===== src/rtl/traffic_disp_pkg.sv =====
// -----------------------------------------------------------------------------
// traffic_disp_pkg
// Shared constants for the traffic countdown display scanner.
//   - SEG_*   : active-low segment patterns, bit order a..g (index 0 = a)
//   - IDX_*   : scan slot index of each display digit
//   - DIG_OFF : digit-enable pattern with every digit switched off
//   - dig_select() : active-low one-cold digit enable for a slot index
// -----------------------------------------------------------------------------
package traffic_disp_pkg;

  localparam logic [0:6] SEG_0     = 7'b0000001;
  localparam logic [0:6] SEG_1     = 7'b1001111;
  localparam logic [0:6] SEG_2     = 7'b0010010;
  localparam logic [0:6] SEG_3     = 7'b0000110;
  localparam logic [0:6] SEG_4     = 7'b1001100;
  localparam logic [0:6] SEG_5     = 7'b0100100;
  localparam logic [0:6] SEG_6     = 7'b0100000;
  localparam logic [0:6] SEG_7     = 7'b0001111;
  localparam logic [0:6] SEG_8     = 7'b0000000;
  localparam logic [0:6] SEG_9     = 7'b0000100;
  localparam logic [0:6] SEG_DASH  = 7'b1111110;
  localparam logic [0:6] SEG_BLANK = 7'b1111111;

  localparam logic [1:0] IDX_A2 = 2'd0;
  localparam logic [1:0] IDX_A1 = 2'd1;
  localparam logic [1:0] IDX_B2 = 2'd2;
  localparam logic [1:0] IDX_B1 = 2'd3;

  localparam logic [0:3] DIG_OFF = 4'b1111;

  // Digit enable with only the bit for slot idx pulled low (Dig[0] = slot 0).
  function automatic logic [0:3] dig_select(input logic [1:0] idx);
    logic [0:3] d;
    d      = DIG_OFF;
    d[idx] = 1'b0;
    return d;
  endfunction

endpackage


===== src/rtl/bcd_to_seg7.sv =====
// -----------------------------------------------------------------------------
// bcd_to_seg7
// Combinational BCD to 7-segment decoder, active-low segments.
// Ports:
//   bcd_i     [0:3] BCD digit, bit 0 is the MSB
//   seg_o     [0:6] segments a..g, active low; codes above 9 give a dash
//   invalid_o       1 when the input is not a legal BCD digit (> 9)
// -----------------------------------------------------------------------------
module bcd_to_seg7
  import traffic_disp_pkg::*;
(
  input  logic [0:3] bcd_i,
  output logic [0:6] seg_o,
  output logic       invalid_o
);

  // Segment lookup; every non-BCD code collapses onto the dash pattern.
  always_comb begin
    seg_o     = SEG_DASH;
    invalid_o = 1'b0;
    case (bcd_i)
      4'd0:    seg_o = SEG_0;
      4'd1:    seg_o = SEG_1;
      4'd2:    seg_o = SEG_2;
      4'd3:    seg_o = SEG_3;
      4'd4:    seg_o = SEG_4;
      4'd5:    seg_o = SEG_5;
      4'd6:    seg_o = SEG_6;
      4'd7:    seg_o = SEG_7;
      4'd8:    seg_o = SEG_8;
      4'd9:    seg_o = SEG_9;
      default: begin
        seg_o     = SEG_DASH;
        invalid_o = 1'b1;
      end
    endcase
  end

endmodule


===== src/rtl/traffic_display_scan.sv =====
// -----------------------------------------------------------------------------
// traffic_display_scan
// Time-multiplexed 4-digit common-anode display driver for the traffic
// controller countdown. Inputs are snapshotted once per frame so a frame is
// never torn, each slot opens with DEAD dark cycles against ghosting, tens
// digits of 0 may be blanked, and any shown non-BCD digit latches Err.
// Ports:
//   Clk       system clock, rising edge
//   Reset_n   asynchronous active-low reset
//   A2/A1     road A tens/units BCD, bit 0 = MSB
//   B2/B1     road B tens/units BCD, bit 0 = MSB
//   A_light   road A digits shown only while 1
//   B_light   road B digits shown only while 1
//   Seg [0:6] segments a..g, active low, registered
//   Dig [0:3] digit enables, active low (A2, A1, B2, B1), registered
//   Err       sticky: a displayed digit was above 9
// -----------------------------------------------------------------------------
module traffic_display_scan
  import traffic_disp_pkg::*;
#(
  parameter int SCAN_DIV = 1000,
  parameter int DEAD     = 8,
  parameter int BLANK_LZ = 1
) (
  input  logic       Clk,
  input  logic       Reset_n,
  input  logic [0:3] A1,
  input  logic [0:3] A2,
  input  logic [0:3] B1,
  input  logic [0:3] B2,
  input  logic       A_light,
  input  logic       B_light,
  output logic [0:6] Seg,
  output logic [0:3] Dig,
  output logic       Err
);

  localparam int             PW     = (SCAN_DIV > 2) ? $clog2(SCAN_DIV) : 1;
  localparam logic [PW-1:0]  P_LAST = PW'(SCAN_DIV - 1);
  localparam logic [PW-1:0]  DEAD_P = PW'(DEAD);

  logic [PW-1:0] p_q, p_d;
  logic [1:0]    idx_q, idx_d;

  logic [0:3]    snap_a2_q, snap_a1_q, snap_b2_q, snap_b1_q;
  logic [0:3]    snap_a2_d, snap_a1_d, snap_b2_d, snap_b1_d;
  logic          snap_al_q, snap_bl_q, snap_al_d, snap_bl_d;

  logic [0:6]    seg_q, seg_d;
  logic [0:3]    dig_q, dig_d;
  logic          err_q, err_d;

  logic          slot_end_s;
  logic          frame_end_s;
  logic [0:3]    cur_digit_s;
  logic          cur_light_s;
  logic          cur_tens_s;
  logic          visible_s;
  logic          drive_s;
  logic [0:6]    dec_seg_s;
  logic          dec_invalid_s;

  // Prescaler, slot index and frame-boundary snapshot next-state.
  always_comb begin
    slot_end_s  = (p_q == P_LAST);
    frame_end_s = slot_end_s && (idx_q == IDX_B1);
    snap_a2_d   = snap_a2_q;
    snap_a1_d   = snap_a1_q;
    snap_b2_d   = snap_b2_q;
    snap_b1_d   = snap_b1_q;
    snap_al_d   = snap_al_q;
    snap_bl_d   = snap_bl_q;
    if (slot_end_s) begin
      p_d   = '0;
      idx_d = idx_q + 2'd1;
    end else begin
      p_d   = p_q + PW'(1);
      idx_d = idx_q;
    end
    // Capture on the last cycle of slot 3 so the whole next frame sees one
    // consistent set of digits and lamps.
    if (frame_end_s) begin
      snap_a2_d = A2;
      snap_a1_d = A1;
      snap_b2_d = B2;
      snap_b1_d = B1;
      snap_al_d = A_light;
      snap_bl_d = B_light;
    end else begin
      snap_al_d = snap_al_q;
      snap_bl_d = snap_bl_q;
    end
  end

  // Select the snapshot digit and lamp belonging to the current slot.
  always_comb begin
    cur_digit_s = snap_a2_q;
    cur_light_s = snap_al_q;
    cur_tens_s  = 1'b1;
    case (idx_q)
      IDX_A2: begin
        cur_digit_s = snap_a2_q;
        cur_light_s = snap_al_q;
        cur_tens_s  = 1'b1;
      end
      IDX_A1: begin
        cur_digit_s = snap_a1_q;
        cur_light_s = snap_al_q;
        cur_tens_s  = 1'b0;
      end
      IDX_B2: begin
        cur_digit_s = snap_b2_q;
        cur_light_s = snap_bl_q;
        cur_tens_s  = 1'b1;
      end
      IDX_B1: begin
        cur_digit_s = snap_b1_q;
        cur_light_s = snap_bl_q;
        cur_tens_s  = 1'b0;
      end
      default: begin
        cur_digit_s = snap_a2_q;
        cur_light_s = 1'b0;
        cur_tens_s  = 1'b0;
      end
    endcase
  end

  bcd_to_seg7 u_dec (
    .bcd_i     (cur_digit_s),
    .seg_o     (dec_seg_s),
    .invalid_o (dec_invalid_s)
  );

  // Output next-state: dark during dead time or when the digit is hidden.
  always_comb begin
    visible_s = cur_light_s &&
                !((BLANK_LZ != 0) && cur_tens_s && (cur_digit_s == 4'b0000));
    drive_s   = visible_s && !(p_q < DEAD_P);
    if (drive_s) begin
      dig_d = dig_select(idx_q);
      seg_d = dec_seg_s;
    end else begin
      dig_d = DIG_OFF;
      seg_d = SEG_BLANK;
    end
    // Err latches on the same edge the dash is registered onto the pins.
    if (drive_s && dec_invalid_s) begin
      err_d = 1'b1;
    end else begin
      err_d = err_q;
    end
  end

  // Scan counters and snapshot registers.
  always_ff @(posedge Clk or negedge Reset_n) begin
    if (!Reset_n) begin
      p_q       <= '0;
      idx_q     <= IDX_A2;
      snap_a2_q <= 4'b0000;
      snap_a1_q <= 4'b0000;
      snap_b2_q <= 4'b0000;
      snap_b1_q <= 4'b0000;
      snap_al_q <= 1'b0;
      snap_bl_q <= 1'b0;
    end else begin
      p_q       <= p_d;
      idx_q     <= idx_d;
      snap_a2_q <= snap_a2_d;
      snap_a1_q <= snap_a1_d;
      snap_b2_q <= snap_b2_d;
      snap_b1_q <= snap_b1_d;
      snap_al_q <= snap_al_d;
      snap_bl_q <= snap_bl_d;
    end
  end

  // Registered display outputs and sticky error flag.
  always_ff @(posedge Clk or negedge Reset_n) begin
    if (!Reset_n) begin
      seg_q <= SEG_BLANK;
      dig_q <= DIG_OFF;
      err_q <= 1'b0;
    end else begin
      seg_q <= seg_d;
      dig_q <= dig_d;
      err_q <= err_d;
    end
  end

  assign Seg = seg_q;
  assign Dig = dig_q;
  assign Err = err_q;

endmodule


===== config.mk =====
export PLATFORM = sky130hd
export DESIGN_NAME = traffic_display_scan
export DESIGN_NICKNAME = d
export VERILOG_FILES = /design/src/rtl/traffic_disp_pkg.sv /design/src/rtl/bcd_to_seg7.sv /design/src/rtl/traffic_display_scan.sv
export SDC_FILE = /design/constraint.sdc
export NUM_CORES = 1
export LEC_CHECK = 0
export CORE_ASPECT_RATIO = 0.9
export CORE_MARGIN = 1
export CORE_UTILIZATION = 55
export DETAILED_ROUTE_END_ITERATION = 12
export MAX_ROUTING_LAYER = met4
export PLACE_DENSITY = 0.84
export SLEW_MARGIN = 20
export SYNTH_ARGS = -nofsm -noshare
export SYNTH_HDL_FRONTEND = slang
export SYNTH_HIERARCHICAL = 1
export SYNTH_SLANG_ARGS = --single-unit
export TNS_END_PERCENT = 30

===== constraint.sdc =====
create_clock -name Clk -period 4.3 [get_ports Clk]
set_input_delay 0.645 -clock Clk [delete_from_list [all_inputs] [get_ports Clk]]
set_output_delay 0.645 -clock Clk [all_outputs]
set_load 0.02 [all_outputs]

---- Word level (Yosys, flattened, before mapping) ----
Cells that the tools add are included.
W data, S select, Z words.
storage, ports and cells
  register bits ........................... 42
  bits in latches ......................... 0
  RAM bits ................................ 0
  bits in read-only memories .............. 0
  output and inout port bits .............. 12
  memories kept ........................... 0
cells by class
  $add $sub $neg .......................... 2
  multiply operators ...................... 0
  div/mod/pow operators ................... 0
  $lt $le $gt $ge ......................... 3
  equality and inequality tests ........... 13
  shift operators ......................... 0
  mux-type cells .......................... 10
  bitwise gates (word level) .............. 2
  reductions and logical operators ........ 15
operators with widths
  cell                     number
  $pmux W7 S10             1
  $eq A4 B3 Y1 const B     4
  $pmux W4 S4              1
  $add A10 B1 Y10 const B  1
  $eq A10 B10 Y1 const B   1
  $lt A10 B4 Y1 const B    1
  $mux W10                 1
  $reduce_or A10 Y1        1
  $eq A4 B2 Y1 const B     2
  $eq A4 B4 Y1 const B     2
  $reduce_or A2 Y1         4
  $mux W7                  1
  $logic_and A1 B1 Y1      6
  $eq A2 B2 Y1 const B     2
  $eq A4 B1 Y1 const B     1
  $logic_not A4 Y1         1
  $mux W4                  1
  $not A4 Y4               1
  $pmux W1 S2              2
  $ge A3 B3 Y1 const B     1
  $lt A3 B1 Y1 const B     1
  $not A2 Y3               1
  $add A2 B1 Y2 const B    1
  $demux W1 S2             1
  other kinds (4)          6

---- Longest topological paths before layout ----
Gate-level depths: netlist of the first run.
  depth in word-level cells ............... 8
  gate-level depth with buffers ........... 9
  gate-level depth less buffers ........... 7

---- By module ----
The synthesis of the first run kept the hierarchy.
by module, submodules not included
  module                times used  cells each  area an instance (µm²)  seq. area each (µm²)
  traffic_display_scan  1           153         1873.0                  1064.8
  bcd_to_seg7           1           21          156.4                   0.0

---- Least setup slack after synthesis of the first run ----
No wires, ideal clock.
  kind .................................... reg2reg
  start point ............................. register idx_q[0]
  end point ............................... register err_q (netlist: Err)
  library setup time ...................... 120 ps
  arrival ................................. 1983 ps
  data required time ...................... 4180 ps
  slack ................................... 2198 ps
  stages on the path, launching flop included .. 7
  path buffers ............................ 0
  period minus slack after synthesis ...... 2102 ps
  cell sequence ........................... dfrtp_1 -> inv_1 -> ha_1 -> a222oi_1 -> mux2i_1 -> or4_4 -> a31o_1
on the way
  longest elaborated chain between the ends .. 8
ends and longest elaborated chain
  item                                                       line                         source
  start, declared                                            traffic_display_scan.sv:43   logic [1:0] idx_q, idx_d;
  start signal, assigned                                     traffic_display_scan.sv:168  idx_q <= idx_d;
  $eq A2 B2 Y1, or another cell as far along                 traffic_display_scan.sv:100  case (idx_q)
  $pmux W4 S4 *                                              traffic_display_scan.sv:100
  named net cur_digit_s (one bit)                            traffic_display_scan.sv:55   logic [0:3] cur_digit_s;
  branches (longest 5 deep; another with $reduce_or A10 Y1)  --
  $logic_and A1 B1 Y1 *                                      traffic_display_scan.sv:148  if (drive_s && dec_invalid_s) begin
  end signal, assigned                                       traffic_display_scan.sv:187  err_q <= err_d;
  end, declared                                              traffic_display_scan.sv:51   logic err_q, err_d;
Mark *: on every way through the listed nets, which the timed path passes.
A chain may end at the register's enable or synchronous reset.

---- Final worst setup path of the first run ----
Ends and elaborated chain as after synthesis.

==> summary.txt, run 1 <==
Floorplan
  • Chip width: 66.0 um
  • Die area: 3940 sq um
  • Initial Util: 58.8%
  • Num ports: 32
  • # rows: 20
  • Core box area: 3450 sq um
  • Die Y-Extent: 59.6 um

Setup path
  • Crit Path Class: reg -> reg
  • Critical Path Max Stage Delay: 0.62 ns
  • CP Launch Type: flop
  • Crit path arrival time: 2.61 ns
  • Crit path cell chain: inv_1 -> ha_1 -> a222oi_1 -> mux2i_1 -> or4_4 -> a31o_1
  • CP Data Required Time: 4.48 ns
  • Worst-path fanout max: 12
  • Critical Path Slowest Stage Cell: or4_4
  • CP endpoint kind: flop

Logic synthesis
  • Primary FF master, synth: dfrtp_1
  • Leading area contributor after synthesis: dfrtp_1
  • Ys Warns: 6
  • Sequential element share of the synthesized area: 52.5%
  • Post-synth EDFFs: 0
  • Mean Syn Cell Area: 11.7 sq um
  • Synth top area share: 38.2%
  • FF+latch count, synth: 42
  • Post-Syn Nets: 200
  • Synth unique cells: 45
  • Post-Syn Instances: 174
  • Post-synthesis async set-or-reset flop share: 100%
  • Cell Area, Synth: 2030 sq um
  • Top post-synthesis cells by area: dfrtp_1 38%, dfstp_2 14%, mux2_2 8.9%

Routing
  • Antenna Violating Nets Remaining: 0
  • Starting DRC count in detailed routing: 93
  • Final wirelength: 3650 um
  • Routed wire per std cell: 14.8 um
  • Vias/cell: 5.67
  • First-pass DRT Iterations: 4
  • Routed vias: 1394
  • DRC violations left: 0

Global routing
  • Via count of the first global-routing pass: 1370
  • Gr busiest metal: met2
  • First-pass GRT wire length: 6430 um
  • Initial antenna violation count: 0
  • Met1 Usage GRT: 29.0%
  • GR Util met3: 5.38%
  • Largest net degree at the start of global routing: 43
  • Grt ovf: 0
  • Met2 Usage GRT: 36.3%
  • Tot GR Track Use: 23.2%

Clock network
  • Max H-tree Level: 2
  • Setup Fix Bufs, Post-CTS: 0
  • Longest Clk Path Bufs: 2
  • Cts hold-fix bufs: 0
  • Clk Latency, worst-skew pair: 0.30 ns
  • Root Buffer: clkbuf_8
  • Clk slew on worst S/H paths: 0.08 ns
  • CTS tree: yes
  • CTS Buf Count: 5
  • Post-CTS Resized: 0
  • CTS sink cnt: 42

STA
  • RSZ-0062 raised after global routing: false
  • Final setup viols: 0
  • Relative slew slack: 41.5%
  • Fmax achieved: 412 MHz
  • Final hold vios: 0
  • Min cycle time layout: 2.43 ns
  • Period utilization: 56.5%
  • Worst-margin pin slew: 0.878 ns
  • Slew Limit Fails: 0
  • Setup TNS Final: 0 ns
  • Skew final: 0.00913 ns

Pwr
  • Worst IR Drop VDD: 0.204 mV
  • Cell Pwr Density: 281 nW/um^2
  • Leak: 1.09 nW

Finish
  • P&R area growth vs syn: 18.6%
  • Most common cell after layout, fill and taps aside: dfrtp_1
  • Commonest cells after routing, fill and taps aside: 31 x dfrtp_1, 30 x clkdlybuf4s50_1, 16 x mux2_2, 12 x nand3_1, 11 x dfstp_2
  • Utilization after layout: 69.7%
  • Share of cells above drive strength 1: 20.8%
  • Finished Layout Cells: 246
  • Area of the multi-input gates: 865 sq um
  • Final nets: 227
  • FF/Latch Area: 1060 sq um
  • Fill cell count: 253
  • Antenna Cells: 0

Placement
  • Placed wire-length estimate: 2640 um
  • PortBufs: 31
  • Dpl cells: 238
  • Routability-driven placement congestion ratio: 0.871

Outcome
  • Status: finished clean

Hold path
  • Hold crit path type: in -> async

Job
  • Max-Cap Viols: 0
metrics by stage:
stage | total power [mW] | setup slack (ns) | cell area [sq um] | hold WS, ns
after floorplan | 0.403 | 2.20 | 2030 | 0.349
after global placement | 0.426 | 2.03 | 2320 | 0.448
after detailed placement | 0.427 | 1.89 | 2320 | 0.460
after CTS | 0.683 | 1.87 | 2410 | 0.471
after global routing | 0.705 | 1.69 | 2410 | 0.512
final | 0.677 | 1.87 | 2410 | 0.455
power by group:
part           switching [mW]  total, mW  internal, mW  leakage [nW]
Sequential                  0      0.395         0.395         0.524
Combinational         0.00909     0.0236        0.0145         0.516
Clock                   0.129      0.258         0.129        0.0482
Total                   0.138      0.677         0.539          1.09
layer usage:
layer	part of all wire [%]	vias to the layer above	routed length (um)
li1	-	669	-
met1	45	687	1650
met2	50	33	1810
met3	3.7	5	136
met4	1.4	0	52
met5	0	-	0
final timing paths:
path                       cells after the start      endpoint     start  slack [ns]
setup / recovery                               6           Err  idx_q[0]        1.87
max in group asynchronous                      1  snap_b2_q[1]   Reset_n        3.28
setup reg to reg                               6           Err  idx_q[0]        1.87
hold reg to reg                                1        p_q[0]    p_q[0]        0.47
min in group Clk                               1        p_q[0]    p_q[0]        0.47
hold / removal                                 1        p_q[2]   Reset_n        0.45
cell type report:
| type | instances | area share [%] |
|---|---|---|
| flip-flops and latches | 42 | 44.2 |
| clock inverters | 1 | 0.208 |
| well taps | 44 | 2.29 |
| repair buffers | 32 | 13.0 |
| multi-input cells | 115 | 35.9 |
| inverters | 5 | 0.780 |
| clock buffers | 7 | 3.59 |
sequential cells by signal (all words and copies together) (netlist names):
| signal | cells |
|---|---|
| Dig | 4 |
| Err | 1 |
| Seg | 7 |
| idx_q | 2 |
| p_q | 10 |
| snap_a1_q | 4 |
| snap_a2_q | 4 |
| snap_al_q | 1 |
| snap_b1_q | 4 |
| snap_b2_q | 4 |
| snap_bl_q | 1 |
cell families (layout without fill, tap and decap cells):
family | count (synthesis) | after routing | share of synthesized area [%]
adder cells (fa/ha/maj) | 6 | 6 | 3.70
AND/OR/NAND/NOR | 56 | 56 | 16.3
XOR/XNOR | 7 | 7 | 3.02
multiplexers | 19 | 19 | 10.4
AO/OA/AOI/OAI | 27 | 27 | 9.25
buffers and inverters | 17 | 45 | 4.93
flip-flops | 42 | 42 | 52.5
critical path: cells and delay by family, from the launching register on:
family,cells,cell delay (ns)
and+or+nand+nor,1,0.62
adders and majority gates,1,0.31
DFF,1,0.39
AOI/OAI and AO/OA,2,0.60
buffers and inverters,1,0.11
muxes,1,0.28
cells in the mapped netlist, types with 4 or more instances:
master,number
ha_1,6
a21oi_1,6
nand3b_1,7
o21ai_0,4
xnor2_1,4
inv_1,5
nand2_1,6
clkbuf_1,4
dfrtp_1,31
nor2_1,10
dfstp_2,11
nand3_1,12
mux2_2,16
Power figures use the tool's default switching activity.
==> run 2: changes to the inputs <==
--- a/config.mk
+++ b/config.mk
@@ -7,10 +7,10 @@
 export LEC_CHECK = 0
 export CORE_ASPECT_RATIO = 0.9
 export CORE_MARGIN = 1
-export CORE_UTILIZATION = 55
+export CORE_UTILIZATION = 53
 export DETAILED_ROUTE_END_ITERATION = 12
 export MAX_ROUTING_LAYER = met4
-export PLACE_DENSITY = 0.84
+export PLACE_DENSITY = 0.82
 export SLEW_MARGIN = 20
 export SYNTH_ARGS = -nofsm -noshare
 export SYNTH_HDL_FRONTEND = slang
==> constraint.sdc (replaced) <==
create_clock -name Clk -period 2.3 [get_ports Clk]
set_input_delay 0.345 -clock Clk [delete_from_list [all_inputs] [get_ports Clk]]
set_output_delay 0.345 -clock Clk [all_outputs]
set_load 0.02 [all_outputs]
==> run 2 against run 1 <==
Net effect: sequential power grew 87%; via count grew 2.9%; flip-flop and latch count is the same; die area grew 3.7%; core utilization grew 1.4 points; count of clock-buffer cells in the layout grew 1; non-clock buffer count grew 7; combinational power grew 88%; global-route usage shrank 0.70 points; fmax grew 10%; sequential share of layout area shrank 1.5 points; final cell count grew 2.8%; critical endpoint is now Seg[3].
==> summary.txt, run 2 (synthesis results as in run 1) <==
Finish
  • Share of cells above drive strength 1: 25.4%
  • Reg with most FFs: p_q
  • Area of the multi-input gates: 877 sq um
  • Commonest cells after routing, fill and taps aside: 31 x dfrtp_1, 30 x clkdlybuf4s50_1, 16 x mux2_2, 12 x nand3_1, 11 x dfstp_2
  • Utilization after layout: 71.1%
  • Most common cell after layout, fill and taps aside: dfrtp_1
  • FF/Latch Area: 1060 sq um
  • Final nets: 234
  • Antenna Cells: 0
  • P&R area growth vs syn: 22.8%
  • Final instance area: 2490 sq um
  • Max FFs per register: 10
  • Fill cell count: 273

Routing
  • Starting DRC count in detailed routing: 91
  • Routed wire per std cell: 15.5 um
  • First-pass DRT Iterations: 4
  • Vias/cell: 5.67
  • Final wirelength: 3910 um
  • DRC violations left: 0
  • Antenna Violating Nets Remaining: 0
  • Routed vias: 1435

Clock network
  • CTS sink cnt: 42
  • Post-CTS Resized: 0
  • Cts hold-fix bufs: 0
  • Clk slew on worst S/H paths: 0.08 ns
  • Root Buffer: clkbuf_8
  • Max H-tree Level: 2
  • Longest Clk Path Bufs: 2
  • CTS tree: yes
  • CTS Buf Count: 5
  • Setup Fix Bufs, Post-CTS: 0
  • Clk Latency, worst-skew pair: 0.30 ns

Floorplan
  • Die area: 4080 sq um
  • # rows: 20
  • Die Y-Extent: 60.7 um
  • Initial Util: 57.9%
  • Num ports: 32
  • Chip width: 67.2 um
  • Core box area: 3500 sq um

Setup path
  • Crit path cell chain: inv_1 -> ha_2 -> a222oi_1 -> mux2i_2 -> or4b_4 -> nand4_2 -> nand3b_1
  • CP Data Required Time: 2.54 ns
  • Critical Path Max Stage Delay: 0.58 ns
  • Crit Path Class: reg -> reg
  • Worst Reg-to-Reg Cells: 7
  • Crit path arrival time: 2.44 ns
  • Worst-path fanout max: 7
  • CP endpoint kind: flop
  • Critical Path Slowest Stage Cell: or4b_4
  • CP Launch Type: flop

STA
  • Skew final: 0.0152 ns
  • Min cycle time layout: 2.20 ns
  • Setup TNS Final: 0 ns
  • Relative slew slack: 40.5%
  • Slew Limit Fails: 0
  • Fmax achieved: 454 MHz
  • Final hold vios: 0
  • Final setup viols: 0
  • Period utilization: 95.7%
  • Min Hold Slack: 0.156 ns
  • Worst-margin pin slew: 0.893 ns

Pwr
  • Leak: 1.12 nW
  • Cell Pwr Density: 538 nW/um^2
  • Worst IR Drop VDD: 0.332 mV
  • Final Total Pwr: 1.34 mW

Placement
  • Routability-driven placement congestion ratio: 0.820
  • Post-Place Cell Area: 2370 sq um
  • Placed wire-length estimate: 2890 um
  • PortBufs: 31

Outcome
  • Status: finished clean

Global routing
  • Tot GR Track Use: 22.5%
  • Via count of the first global-routing pass: 1413
  • Grt ovf: 0
  • Largest net degree at the start of global routing: 43
  • First-pass GRT wire length: 6420 um
  • Initial antenna violation count: 0

Job
  • Max-Cap Viols: 0

Hold path
  • Hold crit path type: in -> async
## run 2: cell count changes in the layout (fill, tap and decap cells not counted), sizes merged
cell	delta
buf	+7
clkbuf	+1
clkinv	-1
## run 2: worst paths after layout
| check | start | to | slack, ns |
|---|---|---|---|
| setup reg to reg | idx_q[0] | Seg[3] | 0.1 |
| max in group asynchronous | Reset_n | snap_a2_q[1] | 1.56 |
| setup / recovery | idx_q[0] | Seg[3] | 0.1 |
| min in group Clk | p_q[0] | p_q[0] | 0.46 |
| hold / removal | Reset_n | p_q[4] | 0.16 |
| hold reg to reg | p_q[0] | p_q[0] | 0.46 |
## run 2: cell type report
type | instances | area share (%)
Multi-Input combinational cell | 115 | 35.2
Inverter | 5 | 0.753
Clock buffer | 8 | 4.47
Tap cell | 44 | 2.21
Sequential cell | 42 | 42.7
Timing Repair Buffer | 39 | 14.7
## run 2: per-stage QoR
stage	instances	worst slack (ns)
after floorplan	174	0.198
after CTS	253	0.0140
after global routing	253	-0.000517
final	253	0.0992
after detailed placement	245	0.0446
after global placement	245	0.168
## run 2: power by group
part           switching [mW]  internal (mW)
Clock                   0.247          0.310
Sequential                  0          0.739
Combinational          0.0173         0.0271
## run 2: routing by layer
metal / up-vias / wire [um] / GRT usage [%]
li1: 684 / - / -
met1: 702 / 1670 / 25.9
met2: 42 / 2020 / 38.1
met3: 7 / 167 / 5.08
met4: 0 / 56 / 9.12
met5: - / 0 / -
## run 2: critical path, delay by kind of cell, from the launching register on
family	cells	cell delay (ns)
multiplexers	1	0.20
AND/OR/NAND/NOR	3	0.80
flip-flops	1	0.39
AO/OA/AOI/OAI	1	0.38
adder cells (fa/ha/maj)	1	0.25
buffers and inverters	1	0.11
==> run 3: changes to the inputs <==
--- a/config.mk
+++ b/config.mk
@@ -7,10 +7,10 @@
 export LEC_CHECK = 0
 export CORE_ASPECT_RATIO = 0.9
 export CORE_MARGIN = 1
-export CORE_UTILIZATION = 53
+export CORE_UTILIZATION = 30
 export DETAILED_ROUTE_END_ITERATION = 12
 export MAX_ROUTING_LAYER = met4
-export PLACE_DENSITY = 0.82
+export PLACE_DENSITY = 0.53
 export SLEW_MARGIN = 20
 export SYNTH_ARGS = -nofsm -noshare
 export SYNTH_HDL_FRONTEND = slang
==> run 3 against run 2 <==
Net effect: global-route usage shrank 9.6 points; critical endpoint is now Err; register-to-register slack better by 0.03 ns; via count down 4.9%; clock power fell by 19%; sequential share of layout area decreased by 0.59 points; setup slack improved by 0.028 ns; die area is 74% higher; total power decreased by 8.0%; flip-flop and latch count stayed put; sequential power hardly changed.
==> summary.txt, run 3 (synthesis results as in run 1) <==
Pwr
  • Final Total Pwr: 1.23 mW
  • Leak: 1.11 nW
  • Cell Pwr Density: 488 nW/um^2
  • Worst IR Drop VDD: 0.240 mV

Floorplan
  • Initial Util: 31.0%
  • Die Y-Extent: 80.0 um
  • # rows: 28
  • Core box area: 6550 sq um
  • Chip width: 88.7 um
  • Num ports: 32
  • Die area: 7100 sq um

Placement
  • PortBufs: 31
  • Dpl cells: 292
  • Placed wire-length estimate: 2770 um
  • Pre-CTS WS: 0.104 ns
  • Post-Place Cell Area: 2430 sq um
  • Routability-driven placement congestion ratio: 0.784

Setup path
  • R2R Path End: Err
  • Critical Path Max Stage Delay: 0.54 ns
  • WP buf/inv: 0
  • Reg-to-Reg Start: idx_q[0]
  • R2R Setup Slk: 0.13 ns
  • Worst Setup SP: idx_q[0]
  • Critical Path Stages: 5
  • Worst-path fanout max: 7
  • CP endpoint kind: flop
  • Worst Reg-to-Reg Cells: 5
  • CP Data Required Time: 2.48 ns
  • Critical Path Slowest Stage Cell: or4_4
  • Kind of cell adding the most delay to the critical path: compound AO/OA/AOI/OAI gates
  • Crit Path Class: reg -> reg
  • CP Launch Type: flop
  • Crit path cell chain: ha_1 -> a222oi_1 -> mux2i_2 -> or4_4 -> a31o_1
  • CP endpoint: Err
  • Crit path arrival time: 2.35 ns

STA
  • Final setup viols: 0
  • Slew Limit Fails: 0
  • RSZ-0062 raised after global routing: false
  • Worst-margin pin slew: 0.752 ns
  • Relative slew slack: 49.8%
  • Min Hold Slack: 0.121 ns
  • Min cycle time layout: 2.17 ns
  • Setup WS post-layout: 0.127 ns
  • Fmax achieved: 460 MHz
  • Skew final: 0.00743 ns
  • Period utilization: 94.5%
  • Final hold vios: 0
  • Setup TNS Final: 0 ns

Finish
  • P&R area growth vs syn: 24.5%
  • Most common cell after layout, fill and taps aside: dfrtp_1
  • Commonest cells after routing, fill and taps aside: 31 x dfrtp_1, 30 x clkdlybuf4s50_1, 16 x mux2_2, 12 x nand3_1, 11 x dfstp_2
  • Reg with most FFs: p_q
  • Final instance area: 2530 sq um
  • Finished Layout Cells: 300
  • Share of cells above drive strength 1: 25.2%
  • Max FFs per register: 10
  • Final nets: 235
  • Antenna Cells: 0
  • Utilization after layout: 38.6%

Hold path
  • Hold crit path type: in -> async

Clock network
  • Max H-tree Level: 2
  • CTS tree: yes
  • Clk slew on worst S/H paths: 0.07 ns
  • CTS Buf Count: 5
  • Setup Fix Bufs, Post-CTS: 0
  • Clk Latency, worst-skew pair: 0.29 ns
  • Post-CTS Resized: 0
  • Cts hold-fix bufs: 0
  • Root Buffer: clkbuf_8
  • CTS sink cnt: 42
  • Longest Clk Path Bufs: 2

Routing
  • Final wirelength: 3770 um
  • Antenna Violating Nets Remaining: 0
  • Routed wire per std cell: 12.6 um
  • First-pass DRT Iterations: 4
  • Vias/cell: 4.55
  • Starting DRC count in detailed routing: 105
  • Routed vias: 1364
  • DRC violations left: 0

Global routing
  • Via count of the first global-routing pass: 1388
  • Initial antenna violation count: 0
  • Tot GR Track Use: 12.9%
  • First-pass GRT wire length: 6620 um
  • Grt ovf: 0
  • Largest net degree at the start of global routing: 36

Job
  • Max-Cap Viols: 0

Outcome
  • Status: finished clean
==> run 3: worst min path at each step <==
stage	from	end	slack (ns)
after floorplan	Reset_n	Err	0.05
final	Reset_n	snap_bl_q	0.12
after global placement	p_q[0]	p_q[0]	0.45
after CTS	Reset_n	p_q[2]	0.14
after detailed placement	p_q[0]	p_q[0]	0.46
after global routing	Reset_n	snap_bl_q	0.17
==> run 3: worst reg2reg max path, stage by stage (launching register included) <==
cell,delay [ns]
dfrtp_1,0.40
ha_1,0.30
a222oi_1,0.41
mux2i_2,0.17
or4_4,0.54
a31o_1,0.24
==> run 3: layout make-up <==
type | count | area (sq um)
clock buffer | 6 | 72.6
fill | 668 | 4020
sequential | 42 | 1060
clock inverter | 2 | 8.76
multi-input combinational | 115 | 877
tap | 90 | 113
inverter | 5 | 18.8
timing repair buffer | 40 | 373
==> run 3: power by group <==
part	total (mW)	internal [mW]	switching, mW
registers	0.739	0.739	0
clock network	0.449	0.209	0.240
logic	0.0455	0.0282	0.0173
total	1.23	0.976	0.258
==> run 3: per-layer routing <==
metal	GRT usage, %	vias up	part of all wire [%]
met3	2.79	7	2.9
met2	18.0	27	42
met5	-	-	0
met1	17.5	646	53
li1	-	684	-
met4	6.29	0	2.3
